**config.mk**
```make
export PLATFORM = sky130hd
export DESIGN_NAME = display_driver
export DESIGN_NICKNAME = d
export VERILOG_FILES = /design/src/rtl/display_driver.sv
export SDC_FILE = /design/constraint.sdc
export NUM_CORES = 1
export LEC_CHECK = 0
export ABC_AREA = 1
export CAP_MARGIN = 20
export CELL_PAD_IN_SITES_DETAIL_PLACEMENT = 1
export CELL_PAD_IN_SITES_GLOBAL_PLACEMENT = 2
export CORE_ASPECT_RATIO = 1.75
export CORE_UTILIZATION = 35
export DETAILED_ROUTE_END_ITERATION = 6
export MAX_ROUTING_LAYER = met4
export PLACE_DENSITY_LB_ADDON = 0.12
export REMOVE_ABC_BUFFERS = 1
export SLEW_MARGIN = 20
export SYNTH_ARGS = -nofsm -noshare
export SYNTH_HDL_FRONTEND = slang
export SYNTH_SLANG_ARGS = --single-unit
```
**constraint.sdc**
```tcl
create_clock -name clk -period 4.6 [get_ports clk]
set_input_delay 0.69 -clock clk [delete_from_list [all_inputs] [get_ports clk]]
set_output_delay 0.69 -clock clk [all_outputs]
set_load 0.03 [all_outputs]
```
**src/rtl/display_driver.sv**
```systemverilog
// display_driver: iterative double-dabble binary-to-BCD converter feeding a multiplexed 4-digit 7-segment display
module display_driver #(
    parameter int REFRESH_DIV = 1000
) (
    input  logic        clk,
    input  logic        rst_n,
    input  logic [9:0]  value,
    output logic [6:0]  seg,
    output logic [3:0]  dig_en,
    output logic [15:0] bcd,
    output logic        busy
);
    localparam int RW = $clog2(REFRESH_DIV);
    localparam logic [RW-1:0] LAST = RW'(REFRESH_DIV - 1);

    typedef enum logic {IDLE, SHIFT} state_t;

    state_t        state, state_next;
    logic [25:0]   sr, shifted;
    logic [3:0]    iter;
    logic [9:0]    last_value;
    logic          start, done;
    logic [RW-1:0] refresh;
    logic [1:0]    idx;
    logic [3:0]    digit;
    logic          blank;

    function automatic logic [6:0] font(input logic [3:0] d);
        case (d)
            4'd0:    font = 7'h3F;
            4'd1:    font = 7'h06;
            4'd2:    font = 7'h5B;
            4'd3:    font = 7'h4F;
            4'd4:    font = 7'h66;
            4'd5:    font = 7'h6D;
            4'd6:    font = 7'h7D;
            4'd7:    font = 7'h07;
            4'd8:    font = 7'h7F;
            4'd9:    font = 7'h6F;
            default: font = 7'h00;
        endcase
    endfunction

    // Converter state register
    always_ff @(posedge clk) begin
        if (!rst_n) state <= IDLE;
        else        state <= state_next;
    end

    // Start a conversion on a changed input; finish after the tenth shift
    always_comb begin
        state_next = state;
        start      = 1'b0;
        done       = 1'b0;
        if (state == IDLE) begin
            if (value != last_value) begin
                start      = 1'b1;
                state_next = SHIFT;
            end
        end else if (iter == 4'd9) begin
            done       = 1'b1;
            state_next = IDLE;
        end
    end

    // One double-dabble step: add 3 to every BCD nibble >= 5, then shift left
    always_comb begin
        shifted = sr;
        for (int i = 0; i < 4; i++)
            if (sr[10+4*i +: 4] >= 4'd5) shifted[10+4*i +: 4] = sr[10+4*i +: 4] + 4'd3;
        shifted = {shifted[24:0], 1'b0};
    end

    // Converter datapath; bcd is written only with a finished result
    always_ff @(posedge clk) begin
        if (!rst_n) begin
            sr         <= '0;
            iter       <= '0;
            last_value <= '0;
            busy       <= 1'b0;
            bcd        <= '0;
        end else if (start) begin
            sr         <= {16'b0, value};
            last_value <= value;
            busy       <= 1'b1;
            iter       <= '0;
        end else if (state == SHIFT) begin
            sr   <= shifted;
            iter <= iter + 4'd1;
            if (done) begin
                bcd  <= shifted[25:10];
                busy <= 1'b0;
            end
        end
    end

    // Select the current digit and blank leading zeros above the units place
    always_comb begin
        digit = bcd[4*idx +: 4];
        blank = (idx == 2'd3) ? (bcd[15:12] == 4'd0) :
                (idx == 2'd2) ? (bcd[15:8] == 8'd0) :
                (idx == 2'd1) ? (bcd[15:4] == 12'd0) : 1'b0;
    end

    // Refresh timer, digit rotation and registered segment/enable outputs
    always_ff @(posedge clk) begin
        if (!rst_n) begin
            refresh <= '0;
            idx     <= '0;
            dig_en  <= '0;
            seg     <= '0;
        end else begin
            refresh <= (refresh == LAST) ? '0 : refresh + RW'(1);
            if (refresh == LAST) idx <= idx + 2'd1;
            dig_en  <= 4'b0001 << idx;
            seg     <= blank ? 7'h00 : font(digit);
        end
    end
endmodule

```
* Word level (Yosys, flattened, before mapping)
Memories as Yosys holds them, arrays and structs flattened. A register that Yosys moved wholly into a read port is not among the register bits. Index checks and enable logic that the tools add are counted.
Storage, ports and cells: memories 1, bits in read-only memories 112, logic and storage cells 60, register bits after elaboration 74, input bits 12
Memories:
- (name not given) | words 16, bits a word 7, read ports 1, clocked after Yosys merged registers in 1, wr ports 0, RTL line 29 | case (d)
Operators by class: $lt $le $gt $ge 4, reduce and logical (&&, ||, !) cells 10, $add $sub $neg 7, muxes and demuxes 18, bitwise operators 2, equal/unequal tests 6, shifts and indexed selects 2
Operators by type and width (count):
- 10-bit two-way mux | 2
- 4-bit by 3-bit greater-or-equal comparator with 1-bit output (second input constant) | 4
- 16-bit by 5-bit indexed part select with 4-bit output | 1
- 4-bit by 2-bit adder with 4-bit output (second input constant) | 3
- 12-bit zero test | 1
- 1-bit two-way mux | 12
- 4-bit two-way mux | 3
- 10-bit by 1-bit adder with 10-bit output (second input constant) | 1
- 10-bit equality test (second input constant) | 1
- 10-bit inequality test | 1
- 8-bit zero test | 1
- 2-bit OR reduction | 3
- 4-bit by 1-bit adder with 4-bit output (second input constant) | 1
- 2-bit equality test (second input constant) | 2
- 4-bit equality test (second input constant) | 1
- 4-bit zero test | 1
- 2-bit nonzero test | 2
- 1-bit by 2-bit << shifter with 4-bit output (first input constant) | 1
- 3-bit by 2-bit adder with 3-bit output (second input constant) | 1
- 3-bit two-way mux | 1
- 3-bit AND reduction | 1
- 2-bit by 1-bit adder with 2-bit output (second input constant) | 1
- 2-bit by 1-bit equality test with 1-bit output (second input constant) | 1
- 1-bit inverter | 2
- 2-bit AND reduction | 1

* Depth between registers and ports, before layout
depth in word-level cells 6, depth in mapped cells 13, gate-level depth less buffers 11

* Worst setup path before layout
OpenSTA, ideal clock, no wires.
path type register to register, start reg idx[0], end reg seg[0], cell stages (with the launch flop) 13, buffers on the path 2, library setup time 0.129 ns, data required time 4.471 ns, data arrival time 1.509 ns, setup slack 2.962 ns, cells stage by stage dfxtp_1 -> buf_6 -> inv_4 -> buf_6 -> o211ai_1 -> nand2_1 -> inv_1 -> ha_1 -> inv_1 -> nand2_1 -> o21ai_0 -> a21oi_1 -> nor2_1
On the way: longest elaborated chain between the ends 5
RTL lines:
- start, declared | RTL line 24 | logic [1:0] idx;
- start signal, assigned | RTL line 114 | if (refresh == LAST) idx <= idx + 2'd1;
- 2-bit by 1-bit equality test with 1-bit output | RTL line 102 | (idx == 2'd1) ? (bcd[15:4] == 12'd0) : 1'b0;
- 1-bit two-way mux | RTL line 102
- 1-bit two-way mux | RTL line 101 | (idx == 2'd2) ? (bcd[15:8] == 8'd0) :
- 1-bit two-way mux | RTL line 100 | blank = (idx == 2'd3) ? (bcd[15:12] == 4'd0) :
- 2-bit OR reduction (no line)
- end, declared | RTL line 8 | output logic [6:0] seg,
Several ways; a longest one is shown, not always the timed one. A chain may end at the register's enable or synchronous reset.

* Worst setup path after layout
start in value[0], end reg sr[19]
On the way: longest elaborated chain between the ends 4
RTL lines:
- start, declared | RTL line 7 | input logic [9:0] value,
- 10-bit inequality test | RTL line 56 | if (value != last_value) begin
- 1-bit two-way mux | RTL line 56
- 1-bit two-way mux | RTL line 55 | if (state == IDLE) begin
- 2-bit OR reduction (no line)
- end signal, assigned | RTL line 83 | sr <= {16'b0, value};
- end signal, assigned | RTL line 88 | sr <= shifted;
- end, declared | RTL line 19 | logic [25:0] sr, shifted;
No other way between the ends.

==> impl_metrics.py <==
metrics = {
    "clock_tree": {
        "cts_resized": 0,
        "holdBufCountCts": 0,
        "cts_made_buffers": 9,
        "cts-root-buf": "clkbuf_16",
        "clock_latency_ns": 0.33,
        "cts_buffer_depth": 2,
        "htree_num_levels": 3,
        "clkSlewWorstSetupHoldPaths_ns": 0.06,
        "clock-sinks": 81,
        "cts_setup_buffers": 0,
        "tritoncts": "yes",
    },
    "global_route": {
        "grt_pass1_vias": 3584,
        "grt_max_degree": 43,
        "antenna_found_initial": 0,
        "grt.overflow.total": 0,
        "gr-usage-all-layers_pct": 18.4,
        "grt_pass1_wl_um": 16900,
    },
    "logic_synthesis": {
        "synth_area_per_cell_um2": 7.47,
        "synth-seq-cells": 81,
        "synth-seq-area-share_pct": 40.5,
        "netlist-cell-type-count": 35,
        "synth-edff-count": 0,
        "synth_area_mm2": 0.00400,
        "synth-async-reset-ratio_pct": 0,
        "yosys_warnings": 0,
        "syn-instance-count": 536,
        "synthFlopType": "dfxtp_1",
    },
    "pwr": {
        "total_power_mw": 1.66,
        "ir_drop_mv": 0.187,
        "p_leak_nw": 1.97,
        "power_density_mw_per_mm2": 345,
    },
    "layout": {
        "layout_common_cells": "nand2_1, dfxtp_1, inv_1, nor2_1, clkdlybuf4s50_1",
        "drive_above_1_share_pct": 11.1,
        "final_nets": 602,
        "fin_util_pct": 43.3,
        "antenna_cells": 0,
        "final_area_mm2": 0.00481,
        "syn_to_final_growth_pct": 20.2,
        "layout_commonest_cell": "nand2_1",
        "final_cells": 707,
    },
    "worst_setup_path": {
        "cp-start-kind": "input pin",
        "worstSetupPathType": "input pin to flop",
        "cpMostUsedCell": "nand2_4",
        "timing.rr.start": "last_value[1]",
        "worstPathCellList": "clkdlybuf4s50_1 > xnor2_1 > nand2_1 > nor2_1 > nand2_4 > nand2_4 > nand2_2 > a21oi_2",
        "cp.buffers_inverters": 1,
        "worstPathRequired_ns": 4.86,
        "crit_path_end_kind": "flop",
        "crit_fanout": 20,
        "r2r_setup_slack_ns": 2.35,
        "max_stage_delay_ns": 0.59,
        "crit_slowest_cell": "nor2_1",
        "crit_start": "value[0]",
        "worstPathArrival_ns": 3.00,
        "crit_family": "simple AND/OR/NAND/NOR gates",
    },
    "floorplanning": {
        "die_h_um": 143,
        "fp.dieArea_mm2": 0.0119,
        "rows": 51,
        "ios": 40,
        "initial_core_util_pct": 36.0,
        "die_w_um": 82.8,
        "core_mm2": 0.0111,
    },
    "status": {
        "outcome": "finished, final reports clean",
    },
    "sta": {
        "rsz0062_at_grt": "no",
        "fmax_ghz": 0.365,
        "relSlewSlack_pct": 49.2,
        "min_period_ns": 2.74,
        "slew_violations": 0,
        "setup_viol": 0,
        "worst_pin_slew_ns": 0.760,
        "final.setup.tns_ns": 0,
        "hold_viol_final": 0,
        "fin_crit_sh_pct": 59.5,
        "skew_ns": 0.00406,
    },
    "route": {
        "drt_pass1_iterations": 4,
        "viasPerCell": 4.94,
        "wire_per_inst_um": 14.3,
        "vias": 3494,
        "drt_iter0_markers": 91,
        "drc": 0,
        "ant_nets": 0,
        "wirelength_um": 10100,
    },
    "placement": {
        "port_buffers": 39,
        "placedCellCount": 691,
        "place_area_mm2": 0.00446,
        "hpwlAfterDp_um": 7680,
        "gp_congestion": 0.745,
    },
    "job": {
        "max_cap_violations": 0,
    },
    "worst_hold_path": {
        "min_path_type": "flop to flop",
        "hold_start": "sr[0]",
    },
}
[cells in the mapped netlist (4+ instances only)]
cell type	count	share of area (%)
clkbuf_1	10	0.94
xor2_1	5	1.1
a21oi_2	14	3.1
xnor2_1	5	1.1
nand3_1	34	4.3
nand2_2	4	0.63
a21oi_1	33	4.1
nor3_1	8	1.0
nor2_1	41	3.8
or2_2	14	2.2
o22ai_1	5	0.78
dfxtp_1	81	41
inv_1	68	6.4
o21ai_0	28	3.5
ha_1	20	6.3
nand2_1	120	11
nand4_1	12	1.9
buf_6	5	1.4
[layer usage]
| layer | part of all wire [%] | track usage (%) |
|---|---|---|
| met4 | 1.4 | 6.17 |
| met3 | 2.0 | 2.87 |
| met5 | 0 | - |
| met1 | 40 | 17.9 |
| met2 | 57 | 36.5 |
[cell type report]
type                            instances  area, µm²
Sequential cell                        81       1620
Timing Repair Buffer                   42        413
Tap cell                              132        165
Inverter                               72        273
Fill cell                            1404       6290
Multi-Input combinational cell        364       1990
Clock inverter                          5        103
Clock buffer                           11        243
[logic make-up after synthesis]
family	synth area share, %
simple gates	27.8
buf+inv	9.72
compound gates	13.5
flops	40.5
fa+ha+maj	6.25
xor+xnor	2.19
[sequential cells by signal (all words and copies together), names as in the netlist]
signal	count
dig_en	4
busy	1
iter	4
last_value	10
idx	2
seg	7
sr	26
state	1
refresh	10
bcd	16
[worst reg2reg max path, stage by stage (launching register included)]
cell     delay (ns)
dfxtp_1        0.36
xnor2_1        0.13
nand2_1        0.10
nor2_1         0.59
nand2_4        0.19
nand2_4        0.20
nand2_2        0.35
a21oi_2        0.23
[report_power, final]
| group | internal [mW] | leakage, nW | switching (mW) | total (mW) |
|---|---|---|---|---|
| sequential | 0.719 | 0.660 | 0.0107 | 0.730 |
| combinational | 0.0367 | 1.14 | 0.0633 | 0.100 |
| clock | 0.544 | 0.166 | 0.283 | 0.828 |
| total | 1.30 | 1.97 | 0.357 | 1.66 |
[path summary, 6_finish.rpt]
| check | cells after the start | endpoint |
|---|---|---|
| min | 2 | sr[0] |
| max | 8 | sr[19] |
| min reg2reg | 2 | sr[0] |
| max reg2reg | 7 | sr[19] |
[through the flow]
step	hold WS [ns]	setup WS [ns]
floorplan	0.418	2.44
global placement	0.431	1.56
detailed placement	0.456	1.48
CTS	0.460	1.82
global route	0.484	1.66
finish	0.458	1.86
No activity file was read; power rests on OpenSTA's default activity.
